[src/rtl/seq_det_sched.sv]
// Round-robin scheduler sharing one serial "01" detector among N_REQ requesters; done is raised FRAME_LEN+3 cycles after a grant request.
// Build macro SEQ_SCHED_FIXED_PRIO_EN switches arbitration to fixed priority (lowest set req index wins, no RR pointer).
module seq_det_sched #(
  parameter int N_REQ     = 4,
  parameter int FRAME_LEN = 16,
  parameter int CNT_W     = 10
) (
  input  logic             clk_i,
  input  logic             rst_i,
  input  logic [N_REQ-1:0] req_i,
  input  logic [N_REQ-1:0] din_i,
  input  logic             det_y_i,
  output logic [N_REQ-1:0] gnt_o,
  output logic             det_x_o,
  output logic             det_clr_o,
  output logic [N_REQ-1:0] done_o,
  output logic [CNT_W-1:0] match_cnt_o,
  output logic             busy_o
);
  localparam int IDX_W  = (N_REQ > 1) ? $clog2(N_REQ) : 1;
  localparam int BEAT_W = (FRAME_LEN > 1) ? $clog2(FRAME_LEN) : 1;
  localparam logic [BEAT_W-1:0] LAST_BEAT = BEAT_W'(FRAME_LEN - 1);

  typedef enum logic [2:0] {IDLE, CLEAR, RUN, DRAIN, REPORT} state_t;

  state_t            state_q;
  logic [IDX_W-1:0]  win_q;
  logic [BEAT_W-1:0] beat_q;
  logic [N_REQ-1:0]  gnt_q;
  logic [N_REQ-1:0]  done_q;
  logic [CNT_W-1:0]  cnt_q;
  logic              clr_q;
  logic              busy_q;

  logic [IDX_W-1:0]  win_d;
  logic [IDX_W-1:0]  idx;
  logic [CNT_W-1:0]  cnt_d;
  logic              abort;

`ifndef SEQ_SCHED_FIXED_PRIO_EN
  logic [IDX_W-1:0]  ptr_q;
`endif

  // Scan from the far end so the highest-priority candidate is written last.
  always_comb begin
    win_d = '0;
    idx   = '0;
    for (int k = N_REQ - 1; k >= 0; k--) begin
`ifdef SEQ_SCHED_FIXED_PRIO_EN
      idx = IDX_W'(k);
`else
      idx = IDX_W'((int'(ptr_q) + 1 + k) % N_REQ);
`endif
      if (req_i[idx]) win_d = idx;
    end
  end

  assign cnt_d = (det_y_i && (cnt_q != '1)) ? cnt_q + CNT_W'(1) : cnt_q;
  assign abort = ~req_i[win_q];

  always_ff @(posedge clk_i) begin
    if (!rst_i) begin
      state_q <= IDLE;
      win_q   <= '0;
      beat_q  <= '0;
      gnt_q   <= '0;
      done_q  <= '0;
      cnt_q   <= '0;
      clr_q   <= 1'b0;
      busy_q  <= 1'b0;
`ifndef SEQ_SCHED_FIXED_PRIO_EN
      ptr_q   <= IDX_W'(N_REQ - 1);
`endif
    end else begin
      done_q <= '0;
      clr_q  <= 1'b0;
      case (state_q)
        IDLE: begin
          if (|req_i) begin
            state_q <= CLEAR;
            win_q   <= win_d;
            gnt_q   <= N_REQ'(1) << win_d;
            clr_q   <= 1'b1;
            cnt_q   <= '0;
            busy_q  <= 1'b1;
`ifndef SEQ_SCHED_FIXED_PRIO_EN
            ptr_q   <= win_d;
`endif
          end
        end
        CLEAR: begin
          beat_q  <= '0;
          state_q <= RUN;
        end
        RUN: begin
          cnt_q  <= cnt_d;
          beat_q <= beat_q + BEAT_W'(1);
          if (beat_q == LAST_BEAT) state_q <= DRAIN;
        end
        DRAIN: begin
          cnt_q   <= cnt_d;
          done_q  <= gnt_q;
          state_q <= REPORT;
        end
        REPORT: begin
          gnt_q   <= '0;
          busy_q  <= 1'b0;
          state_q <= IDLE;
        end
        default: state_q <= IDLE;
      endcase
      // A dropped request abandons the frame; the trailing clear resets the detector for the next owner.
      if ((state_q inside {CLEAR, RUN, DRAIN}) && abort) begin
        state_q <= IDLE;
        gnt_q   <= '0;
        done_q  <= '0;
        cnt_q   <= '0;
        clr_q   <= 1'b1;
        busy_q  <= 1'b0;
      end
    end
  end

  assign det_x_o     = (state_q == RUN) ? din_i[win_q] : 1'b1;
  assign gnt_o       = gnt_q;
  assign det_clr_o   = clr_q;
  assign done_o      = done_q;
  assign match_cnt_o = cnt_q;
  assign busy_o      = busy_q;

endmodule

[config.mk]
export PLATFORM = sky130hd
export DESIGN_NAME = seq_det_sched
export DESIGN_NICKNAME = d
export VERILOG_FILES = /design/src/rtl/seq_det_sched.sv
export SDC_FILE = /design/constraint.sdc
export NUM_CORES = 1
export LEC_CHECK = 0
export BUFFER_PORTS_ARGS = -buffer_cell sky130_fd_sc_hd__buf_2
export CORE_AREA = 4 4 58 60
export CTS_CLUSTER_DIAMETER = 80
export DETAILED_ROUTE_END_ITERATION = 7
export DIE_AREA = 0 0 62 64
export GPL_TIMING_DRIVEN = 0
export PLACE_DENSITY = 0.77
export SLEW_MARGIN = 20
export SYNTH_ARGS = -nofsm -noshare
export SYNTH_HDL_FRONTEND = slang
export SYNTH_SLANG_ARGS = --single-unit
export TNS_END_PERCENT = 10
[constraint.sdc]
create_clock -name clk_i -period 3.79 [get_ports clk_i]
set_clock_uncertainty 0.15 [all_clocks]
set_input_delay 0.379 -clock clk_i [delete_from_list [all_inputs] [get_ports clk_i]]
set_output_delay 0.379 -clock clk_i [all_outputs]
set_load 0.01 [all_outputs]
Word-level counts from Yosys, hierarchy flattened --
Cells that the tools add are included.
Storage, ports and cells: bits in registers 31, output and inout port bits 21
Cells by class: $add $sub $neg 6, $lt $le $gt $ge 5, equality and inequality tests 9, shifts and indexed selects 1, multiplexer cells 31, bitwise operators 3, reduce and logical (&&, ||, !) cells 15
Operator list (number):
- 10-bit two-way mux | 2
- 10-bit one-hot mux with 2 select lines | 1
- 4-bit one-hot mux with 2 select lines | 2
- 2-bit by 3-bit less-than comparator with 1-bit output, second input constant | 5
- 1-bit binary-select mux with 2-bit select | 6
- 3-bit one-hot mux with 4 select lines | 1
- 1-bit two-way mux | 11
- 10-bit by 1-bit adder with 10-bit output, second input constant | 1
- 10-bit != test, second input constant | 1
- 2-bit two-way mux | 4
- 3-bit by 2-bit equality test with 1-bit output, second input constant | 2
- 3-bit two-way mux | 2
- 2-bit AND reduction | 3
- 2-bit nonzero test | 3
- 2-bit by 1-bit adder with 2-bit output, second input constant | 2
- 2-bit adder, second input constant | 2
- 4-bit by 1-bit adder with 4-bit output, second input constant | 1
- 4-bit equality test, second input constant | 1
- 4-bit two-way mux | 1
- 2-bit != test, second input constant | 2
- 2-bit OR reduction | 2
- 4-bit OR reduction | 1
- 1-bit by 2-bit << shifter with 4-bit output, first input constant | 1
- 3-bit by 1-bit equality test with 1-bit output, second input constant | 1
- other kinds (9) | 12

Depth between registers and ports, before layout --
depth after elaboration 11, gate-level depth with buffers 7, gate-level depth less buffers 6

Worst setup path after synthesis --
Ideal clock, no wire load.
kind reg2reg, from reg cnt_q[0] (netlist: match_cnt_o[0]), to reg cnt_q[7] (netlist: match_cnt_o[7]), setup time 0.127 ns, arrival 1.621 ns, slack 1.892 ns, cell stages (with the launch flop) 7, buffers on the path 0, period minus slack after synthesis 1.898 ns, cell sequence dfxtp_1 > ha_1 > and4_1 > a21o_1 > a2111oi_2 > xnor2_1 > nor2_1
Between the ends: cells in the longest elaborated chain, start to end 4, elaborated cells on any way between the ends 7
Ends and longest elaborated chain:
- start: declaration | RTL line 31 | logic [CNT_W-1:0] cnt_q;
- start signal: assignment | RTL line 96 | cnt_q <= cnt_d;
- start signal: assignment | RTL line 101 | cnt_q <= cnt_d;
- branches (longest 4 deep; another with 10-bit by 1-bit adder with 10-bit output)
Several ways; the timed one is not identified. The select of a mux whose other input is x is not followed. A chain may end at the register's enable or synchronous reset.

Worst setup path after layout --
from reg win_q[0], to out det_x_o
Between the ends: cells in the longest elaborated chain, start to end 3
Ends and longest elaborated chain:
- start: declaration | RTL line 27 | logic [IDX_W-1:0] win_q;
- start signal: assignment | RTL line 81 | win_q <= win_d;
- 1-bit binary-select mux with 2-bit select | RTL line 124 | assign det_x_o = (state_q == RUN) ? din_i[win_q] : 1'b1;
- 1-bit two-way mux (not written as such) | RTL line 124
- 1-bit two-way mux | RTL line 124
- end: declaration | RTL line 14 | output logic det_x_o,
Every way passes these cells. The select of a mux whose other input is x is not followed.

==> run_results.csv <==
group,metric,value,unit
final_layout,insertedDiodeCount,0,
final_layout,nNetsFinal,219,
clocking,clk_pin_slew,100,ps
synth,yosysUniqueCellTypes,43,
die,row_count,20,
sta,fin_crit_sh,60.56,%
synth,syn_area_per_cell,8.952,µm²
die,die_area,3968,µm²
sta,timing.setup.tns,0,ps
synth,syn_nets,181,
sta,fmax,435.7,MHz
sta,worst_slew_margin_rel,55.74,%
die,fp.dieW,62,µm
synth,ys_ff_latch,31,
detailed_routing,drtPass1Iterations,4,
sta,setup_viol,0,
placement,finalWeightedCongestion,0.8737,
final_layout,stdcell_area,1787,µm²
global_route,grt_max_degree,11,
final_layout,multi_input_area,844.6,µm²
critical_path,critPathLaunchType,"flop",
status,status,"complete, no violations",
sta,hold_viol_final,0,
clocking,cts_root_buffer,"clkbuf_4",
die,core_area,2928,µm²
critical_path,end_kind,"output port",
placement,hpwlAfterDp,2583,µm
final_layout,syn2layout_area_growth,18.80,%
run,drv_cap,0,
detailed_routing,ant_nets,0,
global_route,track_usage,19.05,%
critical_path,arrival,1770,ps
placement,place_area,1700,µm²
clocking,cts_setup_buffers,0,
sta,rsz0062_at_grt,"false",
detailed_routing,routed-via-count,1365,
synth,synth_edf_count,0,
sta,report.final.slew_viol_count,0,
clocking,cts_tree,"done",
clocking,clk_path_buf_depth,2,
final_layout,layout_commonest_cell,"buf_2",
pwr,p_leak,0.7249,nW
global_route,grt_pass1_wl,5782,µm
final_layout,ff_latch_area,620.6,µm²
clocking,cts-resized-gates,0,
synth,syn_inst,168,
synth,ys_async_sr_fraction,0,%
final_layout,layout_common_cells,"buf_2 (32), dfxtp_1 (31), nor2_1 (22), a21oi_1 (12), o21ai_0 (11)",
critical_path,path_class,"reg -> out",
pwr,ir_drop,0.4033,mV
detailed_routing,via_per_inst,5.688,
die,start_util,51.37,%
global_route,antenna_found_initial,0,
final_layout,instances_no_fill,240,
clocking,cts_made_buffers,5,
die,die_h,64,µm
placement,dp_cells,232,
sta,min_period,2295,ps
final_layout,drive_above_1_share,24.64,%
clocking,h-tree-depth,2,
detailed_routing,wire_per_inst,14.23,µm
detailed_routing,totalWireLength,3414,µm
sta,tightest_slew,659.9,ps
worst_hold_path,hp-class,"in -> reg",
synth,ys.flop_type,"dfxtp_1",
clocking,hold_buffers,0,
clocking,clock_sinks,31,
global_route,grt_pass1_vias,1279,
die,io_pins,32,
detailed_routing,drcViolationCount,0,
critical_path,required,3260,ps
critical_path,cp_max_fo,3,
clocking,clk_latency,340,ps
pwr,power.density,624.1,nW/µm²
final_layout,fillers,276,
synth,syn_area,1504,µm²
global_route,grt_overflow,0,
synth,yosysSeqAreaShare,41.26,%
placement,io_buffers,31,
detailed_routing,drtIter0Drc,96,
synth,yosys_warnings,0,
==> cells by family (layout without fill, tap and decap cells) <==
group | Yosys count | in the layout | share of synthesized area (%)
AND/OR/NAND/NOR | 72 | 72 | 25.79
flip-flops | 31 | 31 | 41.26
buffers and inverters | 8 | 47 | 2.579
adder cells (fa/ha/maj) | 2 | 2 | 1.664
XOR/XNOR | 10 | 10 | 5.823
multiplexers | 2 | 2 | 3.245
AO/OA/AOI/OAI | 43 | 43 | 19.63
==> state kept, by name, indices dropped and copies added (netlist names) <==
signal and count:
det_clr_o 1, ptr_q 2, done_o 4, win_q 2, busy_o 1, beat_q 4, gnt_o 4, match_cnt_o 10
state_q 3
==> where the power goes <==
group / switching (mW) / total (mW) / internal, mW
logic: 0.255 / 0.416 / 0.162
registers: 0.0461 / 0.427 / 0.381
clock network: 0.116 / 0.272 / 0.156
==> cell usage after synthesis, types with 2 or more instances <==
library cell,n,area (µm²)
inv_1,3,11.26
ha_1,2,25.02
nand3b_1,2,15.01
dfxtp_1,31,620.6
nor2b_1,2,12.51
a22oi_1,2,15.01
and4_1,5,43.79
nand2_1,10,37.54
o21ai_2,3,26.28
or3_1,2,12.51
o21ai_0,11,55.05
a21boi_0,2,15.01
xnor2_1,4,35.03
nand2b_1,4,25.02
xor2_1,6,52.55
nor3_1,6,30.03
and2_1,7,43.79
o2111ai_1,2,17.52
a21oi_1,12,60.06
o21a_1,2,15.01
nor2_1,22,82.58
clkbuf_1,3,11.26
nand3_1,5,25.02
==> metal layers <==
metal  GRT usage (%)  wire [µm]
met3           4.242        193
met5               0          0
met1           24.06       1493
met4           6.366         44
met2           31.09       1683
==> final cells by class <==
class | count | area share, %
plain buffers | 5 | 1.541
clock buffers | 6 | 2.871
clock inverters | 2 | 1.961
inverters | 3 | 0.6303
multi-input cells | 129 | 47.27
flip-flops and latches | 31 | 34.73
well taps | 33 | 2.311
repair buffers | 31 | 8.684
==> worst max-delay path, cell delays in order (launching register included) <==
cell     delay (ps)
dfxtp_1         410
mux4_2          520
or3_1           360
buf_2           150
==> worst paths after layout <==
| check | startpoint | endpoint | slack (ps) | depth (start not counted) |
|---|---|---|---|---|
| worst min-delay path | rst_i | state_q[2] | 280 | 2 |
| worst max register to register | win_q[0] | busy_o | 1770 | 3 |
| worst min register to register | gnt_o[0] | gnt_o[0] | 330 | 2 |
| worst max-delay path | win_q[0] | det_x_o | 1490 | 3 |
==> through the flow <==
stage / hold WS (ps) / util [%] / power [mW] / setup slack, ps
2_1_floorplan: 314.0 / - / 0.7326 / 1892
3_3_place_gp: 307.2 / 58.08 / 0.8297 / 1736
3_5_place_dp: 312.8 / 58.08 / 0.8489 / 1727
4_1_cts: 269.6 / 61.03 / 1.119 / 1480
5_1_grt: 266.6 / 61.03 / 1.197 / 1430
6_report: 278.2 / 61.03 / 1.115 / 1495
Power figures use the tool's default switching activity.
